$ cat src/rtl/mul_arb.sv
// mul_arb: arbitrates N_REQ requesters onto one external signed Q8.8
// multiplier. Each accepted operand pair runs IDLE -> ISSUE -> CAPTURE -> RESP,
// and the result is returned to the requester that was granted.
//
// Optional feature macro: MUL_ARB_RR_EN
//   defined   : round-robin arbitration, search starts at a rotating pointer
//   undefined : fixed priority, lowest requester index wins
//
// Handshakes:
//   request  : pair i is taken on a rising edge where req_valid[i] and
//              req_ready[i] are both high; req_ready is one-hot and only
//              asserted in IDLE.
//   response : rsp_valid[tag] stays high with rsp_data stable until a rising
//              edge where rsp_ready[tag] is high; other rsp_ready bits are
//              ignored.
module mul_arb #(
  parameter int N_REQ = 4
) (
  input  logic                 clk,
  input  logic                 rst,
  input  logic [N_REQ-1:0]     req_valid,
  input  logic [16*N_REQ-1:0]  req_a,
  input  logic [16*N_REQ-1:0]  req_b,
  output logic [N_REQ-1:0]     req_ready,
  output logic [N_REQ-1:0]     rsp_valid,
  output logic [15:0]          rsp_data,
  input  logic [N_REQ-1:0]     rsp_ready,
  output logic [15:0]          mul_a,
  output logic [15:0]          mul_b,
  output logic                 mul_start,
  input  logic [15:0]          mul_out,
  output logic                 busy,
  output logic [15:0]          op_count,
  output logic [1:0]           dbg_state
);

  localparam int TW = $clog2(N_REQ);

  typedef enum logic [1:0] {
    IDLE    = 2'd0,
    ISSUE   = 2'd1,
    CAPTURE = 2'd2,
    RESP    = 2'd3
  } state_t;

  state_t         state;
  logic [TW-1:0]  tag;
  logic [TW-1:0]  win;
  logic           any_valid;
  logic [15:0]    a_arr [N_REQ];
  logic [15:0]    b_arr [N_REQ];

  // Operand buses viewed as per-requester words.
  for (genvar g = 0; g < N_REQ; g++) begin : g_unpack
    assign a_arr[g] = req_a[16*g +: 16];
    assign b_arr[g] = req_b[16*g +: 16];
  end

`ifdef MUL_ARB_RR_EN
  logic [TW-1:0] ptr;

  // Round-robin winner: first valid requester at or after the pointer.
  always_comb begin
    int idx;
    win       = '0;
    any_valid = 1'b0;
    idx       = 0;
    for (int k = 0; k < N_REQ; k++) begin
      idx = int'(ptr) + k;
      if (idx >= N_REQ) idx = idx - N_REQ;
      if (!any_valid && req_valid[TW'(idx)]) begin
        any_valid = 1'b1;
        win       = TW'(idx);
      end
    end
  end
`else
  // Fixed-priority winner: lowest valid index.
  always_comb begin
    win       = '0;
    any_valid = 1'b0;
    for (int k = 0; k < N_REQ; k++) begin
      if (!any_valid && req_valid[TW'(k)]) begin
        any_valid = 1'b1;
        win       = TW'(k);
      end
    end
  end
`endif

  // Grant is combinational from the winner, only while idle and not in reset.
  always_comb begin
    req_ready = '0;
    if (state == IDLE && !rst && any_valid) req_ready[win] = 1'b1;
  end

  assign busy      = (state != IDLE);
  assign dbg_state = state;

  // Sequencer: accept, strobe the multiplier, capture its result, hold the
  // response until the owning requester takes it.
  always_ff @(posedge clk or posedge rst) begin
    if (rst) begin
      state     <= IDLE;
      tag       <= '0;
      mul_a     <= '0;
      mul_b     <= '0;
      mul_start <= 1'b0;
      rsp_valid <= '0;
      rsp_data  <= '0;
      op_count  <= '0;
`ifdef MUL_ARB_RR_EN
      ptr       <= '0;
`endif
    end else begin
      case (state)
        IDLE: begin
          if (any_valid) begin
            mul_a     <= a_arr[win];
            mul_b     <= b_arr[win];
            tag       <= win;
            mul_start <= 1'b1;
            state     <= ISSUE;
          end
        end
        ISSUE: begin
          // The multiplier samples mul_a/mul_b on this edge.
          mul_start <= 1'b0;
          state     <= CAPTURE;
        end
        CAPTURE: begin
          rsp_data  <= mul_out;
          rsp_valid <= N_REQ'(1) << tag;
          state     <= RESP;
        end
        RESP: begin
          if (rsp_ready[tag]) begin
            rsp_valid <= '0;
            op_count  <= op_count + 16'd1;
`ifdef MUL_ARB_RR_EN
            ptr       <= (tag == TW'(N_REQ - 1)) ? '0 : tag + 1'b1;
`endif
            state     <= IDLE;
          end
        end
        default: begin
          state <= IDLE;
        end
      endcase
    end
  end

endmodule

$ cat config.mk
export PLATFORM = sky130hd
export DESIGN_NAME = mul_arb
export DESIGN_NICKNAME = d
export VERILOG_FILES = /design/src/rtl/mul_arb.sv
export SDC_FILE = /design/constraint.sdc
export NUM_CORES = 1
export LEC_CHECK = 0
export ABC_CLOCK_PERIOD_IN_PS = 2830
export BUFFER_PORTS_ARGS = -buffer_cell sky130_fd_sc_hd__buf_2
export CORE_AREA = 2 2 90 92
export CTS_CLUSTER_DIAMETER = 50
export CTS_CLUSTER_SIZE = 25
export DETAILED_ROUTE_END_ITERATION = 6
export DIE_AREA = 0 0 92 94
export HOLD_SLACK_MARGIN = 0.1
export PLACE_DENSITY = 0.81
export SLEW_MARGIN = 20
export SYNTH_ARGS = -nofsm -noshare
export SYNTH_HDL_FRONTEND = slang
export SYNTH_SLANG_ARGS = --single-unit
export TNS_END_PERCENT = 10
$ cat constraint.sdc
create_clock -name clk -period 2.83 [get_ports clk]
set_input_delay 0.1415 -clock clk [delete_from_list [all_inputs] [get_ports clk]]
set_output_delay 0.1415 -clock clk [all_outputs]
set_load 0.05 [all_outputs]
# Word-level counts from Yosys, hierarchy flattened
# Index checks and enable logic that the tools add are counted.
# classes
eq_ne,5
reduce_logical,15
add_sub_neg,1
n_mux,21
n_shift,1
magnitude_cmp,4
bitwise_logic,1
# op_table
op,n
$bmux W16 S2,2
$mux W16,4
$add A16 B1 Y16 const B,1
$reduce_and A2 Y1,5
$mux W4,2
$pmux W2 S4,1
$pmux W4 S2,1
$lt A2 B3 Y1 const B,2
$mux W1,6
$reduce_bool A2 Y1,3
$eq A2 B2 Y1 const B,2
$logic_and A1 B1 Y1,4
$mux W2,2
$ne A2 B2 Y1 const B,2
$shl A1 B2 Y4 const A,1
$ge A3 B3 Y1 const B,1
$not A1 Y3,1
$bmux W1 S2,1
$demux W1 S2,1
$eq A2 B1 Y1 const B,1
$ge A2 B1 Y1 const B,1
$logic_not A1 Y1,2
$logic_not A2 Y1,1
$pmux W1 S2,1
# word_totals
reg_bits,73
out_inout_bits,76
word_cells,56

# Longest topological paths before layout
# depth
word_depth,9
ltp_mapped,7

# Least setup slack after synthesis
# Ideal clock, no wire load.
# synth_timing
kind,input to output
start,in rst
end,out req_ready[0]
slack_ns,0.401
t_required_ns,2.689
arrival_time_ns,2.288
stages,2
path_cell_list,inv_1 and3_1
# synth_via
elab_chain_cells,4
# synth_lines
element,line,source
"start, declared",20,"input logic rst,"
$logic_not A1 Y1 (no line),n/a,
$logic_and A1 B1 Y1 (2 in a row),94,if (state == IDLE && !rst && any_valid) req_ready[win] = 1'b1;
$mux W4,94,
"end, declared",24,"output logic [N_REQ-1:0] req_ready,"
# No other way between the ends.

# Worst setup path in the final report
# layout_timing
start,in req_valid[0]
end,reg mul_b[11]
# layout_via
elab_chain_cells,8
# layout_lines
element,line,source
"start, declared",21,"input logic [N_REQ-1:0] req_valid,"
$mux W1 *,83,if (!any_valid && req_valid[TW'(k)]) begin
$logic_not A1 Y1,83,
$logic_and A1 B1 Y1,83,
$mux W1,83,
$not A1 Y3 (implied by the code),120,mul_b <= b_arr[win];
$bmux W16 S2,120,
$mux W16 (implied by the code) (2 in a row),120,
"end signal, assigned",120,
"end, declared",29,"output logic [15:0] mul_b,"
# Every way passes the cells marked *; elsewhere a longest branch is shown, timed or not. The select of a mux whose other input is x is not followed.
# A chain may end at the register's enable or synchronous reset.

==> metrics.md <==
| Metric | Value |
|---|---|
| Outcome | `completed` |
| Post-route minimum period | `2370 ps` |
| Setup Skew | `6.28 ps` |
| Hold slack | `104 ps` |
| Routing usage on met2 | `0.344` |
| Placer Congestion | `0.786` |
| DRT Pass-1 Iters | `4` |
| Worst path cell trace | `dlygate4sd3_1 -> buf_2 -> nor2b_4 -> buf_4 -> mux2i_1 -> dlygate4sd3_1 -> o21ai_0` |
| Sequential fraction of the synthesis area | `0.560` |
| GRT Total Usage | `0.193` |
| Total wire length | `8120 µm` |
| Post-synthesis average cell area | `11.5 µm²` |
| Vias/cell | `4.81` |
| Req. time, crit path | `3030 ps` |
| CP delay by family, top | `buffers and inverters` |
| GR Util met1 | `0.219` |
| Arrival time worst endpoint | `2560 ps` |
| Hold depth | `3` |
| Vias in the first global route | `2891` |
| R2r startpoint | `dbg_state[0]$_DFFE_PP0P_` |
| DR vias | `2779` |
| Final hold violations | `0` |
| Clock-pin slew on the worst setup and hold paths | `70 ps` |
| DRT antenna net count | `0` |
| Sink of the worst hold path | `mul_b[3]$_DFFE_PP0P_` |
| FF/Latch Area | `1750 µm²` |
| Num CTS Buffers | `9` |
| Cell count after synthesis | `271` |
| DPL Wire Length | `5430 µm` |
| CP peak stage delay | `580 ps` |
| Initial antenna violation count | `0` |
| Clock tree sinks | `70` |
| Setup violators final | `0` |
| Fillers | `637` |
| Bufs and invs on worst path | `4` |
| Die width | `92 µm` |
| H-tree Lvls | `3` |
| R2r worst-path depth | `4` |
| Mapped Area | `3130 µm²` |
| Iter 0 DRT Violations | `65` |
| Fin. max-slew vios | `0` |
| Yosys top cell by area | `dfrtp_1` |
| Commonest non-fill, non-tap cell in the layout | `buf_2` |
| GRT Residual Overflow | `0` |
| Max Cap Viol | `0` |
| Synth Register Bits | `70` |
| Largest net degree at the start of global routing | `42` |
| Startpoint type of the worst setup path | `input port` |
| Initial Utilization | `0.411` |
| Worst vdd ir | `782 µV` |
| Clock Tree Root | `clkbuf_8` |
| Maximum fanout along the worst path | `16` |
| Rel. slew slack | `0.438` |
| Cell mode on critical path | `dlygate4sd3_1` |
| Num ports | `230` |
| PortBufs | `157` |
| Fin Setup TNS | `0 ps` |
| Die Height | `94 µm` |
| PD cells | `1190 nW/µm²` |
| Leakage | `2.39 nW` |
| Postcts setup bufs | `0` |
| Worst Tran Pin Value | `843 ps` |
| Die area | `8650 µm²` |
| Core Util, Final | `0.613` |
| Final Cycle Share | `0.836` |
| Post-DR wirelength/cell | `14.1 µm` |
| Hold_sp | `req_b[3]` |
| Most frequent cells in the layout | `buf_2, dfrtp_1, dlygate4sd3_1, nand2_1, o21ai_0` |
| Clock Path Buffers | `2` |
| RSZ-0062 raised after global routing | `no` |
| Core area | `7610 µm²` |
| Critical Path End Type | `flop` |
| Synth top area share | `0.560` |
| Top post-synthesis cells by area | `dfrtp_1, mux2i_1, mux2_2, o21ai_0, nand2_1` |
| Multi-input logic area | `1300 µm²` |
| Crit Path Class | `in -> reg` |
| Class of the worst hold path | `in -> reg` |
| DRC Markers | `0` |
| Reg-to-reg setup timing slack | `930 ps` |
| Num rows | `32` |
| CTS tree | `built` |
| Max Freq | `0.422 GHz` |
| Yosys cell types | `27` |
| Reg2reg end | `rsp_valid[0]$_DFFE_PP0P_` |
| CP max stage cell | `dlygate4sd3_1` |
| Worst skew pair latency | `340 ps` |
| First-pass GRT wire length | `13200 µm` |
| Warnings from Yosys | `0` |
| Share of layout cells above drive strength 1 | `0.420` |
| Global route hottest layer | `met2` |
| Ant. Diodes | `0` |
| Nets | `631` |
| P&R area growth vs syn | `49.0%` |
| M3 GR Usage | `0.0498` |
[sequential cells by signal (all words and copies together) (netlist names)]
signal,cells
dbg_state,2
op_count,16
mul_b,16
mul_a,16
tag,1
rsp_data,16
mul_start,1
rsp_valid,2
[stage by stage]
step,instance area (µm²),setup WS (ps),instances,power [mW]
detailed placement,4020,934,520,4.62
finish,4660,463,578,5.54
floorplan,3140,401,274,3.91
CTS,4660,523,578,5.57
global placement,4020,973,520,4.54
global route,4660,343,578,5.85
[Yosys cell counts]
cell type and number:
inv_1 6, buf_2 4, a21oi_1 3, ha_1 6, dfrtp_1 70, nor3_1 1
a22oi_1 1, o21ai_0 37, nand2b_1 1, clkbuf_1 9, nand2_1 39, xnor2_1 7
a32o_1 2, xor2_1 8, nor4_4 1, conb_1 1, nor2b_1 2, nor4_2 1
mux2i_1 32, and3_1 7, nor2_1 3, nand4_1 4, mux2i_2 1, and4_1 1
nand3_1 3, mux2_2 17, buf_4 4
[where the power goes]
part	leakage, nW	internal [mW]	switching (mW)	total (mW)
combinational	1.41	0.761	2.21	2.98
clock	0.108	0.517	0.379	0.896
sequential	0.866	1.43	0.247	1.67
total	2.39	2.70	2.84	5.54
[metal layers]
layer | part of all wire | vias to the layer above | wire [µm]
met2 | 0.50 | 115 | 4070
li1 | - | 1322 | -
met1 | 0.41 | 1326 | 3340
met3 | 0.071 | 16 | 577
met5 | 0 | - | 0
met4 | 0.016 | 0 | 133
[kinds of logic (layout without fill, tap and decap cells)]
| logic type | Yosys count | in the layout | share of synthesized area |
|---|---|---|---|
| AOI/OAI and AO/OA | 43 | 43 | 0.0728 |
| xor gates and xnor gates | 15 | 15 | 0.0420 |
| adders and majority gates | 6 | 6 | 0.0240 |
| buffers and inverters | 23 | 225 | 0.0340 |
| DFF | 70 | 70 | 0.560 |
| muxes | 50 | 50 | 0.168 |
| other | 1 | 4 | 0.00120 |
| and+or+nand+nor | 63 | 63 | 0.0984 |
[worst reg2reg max path, stage by stage, from the launching register on]
cell and delay, ps:
dfrtp_1 420, inv_1 130, ha_1 730, o21ai_0 260
a32o_1 260
[worst max-delay path by stage]
stage | end | start | cells after the start
floorplan | req_ready[0] | rst | 2
global placement | rsp_valid[1]$_DFFE_PP0P_ | dbg_state[0]$_DFFE_PP0P_ | 4
detailed placement | rsp_valid[0]$_DFFE_PP0P_ | dbg_state[0]$_DFFE_PP0P_ | 4
CTS | mul_b[11]$_DFFE_PP0P_ | req_valid[0] | 7
global route | mul_b[11]$_DFFE_PP0P_ | req_valid[0] | 7
finish | mul_b[11]$_DFFE_PP0P_ | req_valid[0] | 7
[repair_timing]
item / CTS / global route
hold buffers: 42 / 0
gates resized for setup: 0 / 0
hold endpoints to repair: 59 / 0
[final cells by class]
class / count / area share
flip-flops and latches: 70 / 0.376
multi-input cells: 181 / 0.279
repair buffers: 203 / 0.265
clock buffers: 10 / 0.0295
well taps: 102 / 0.0274
clock inverters: 6 / 0.0183
inverters: 6 / 0.00483
Power figures use the tool's default switching activity.
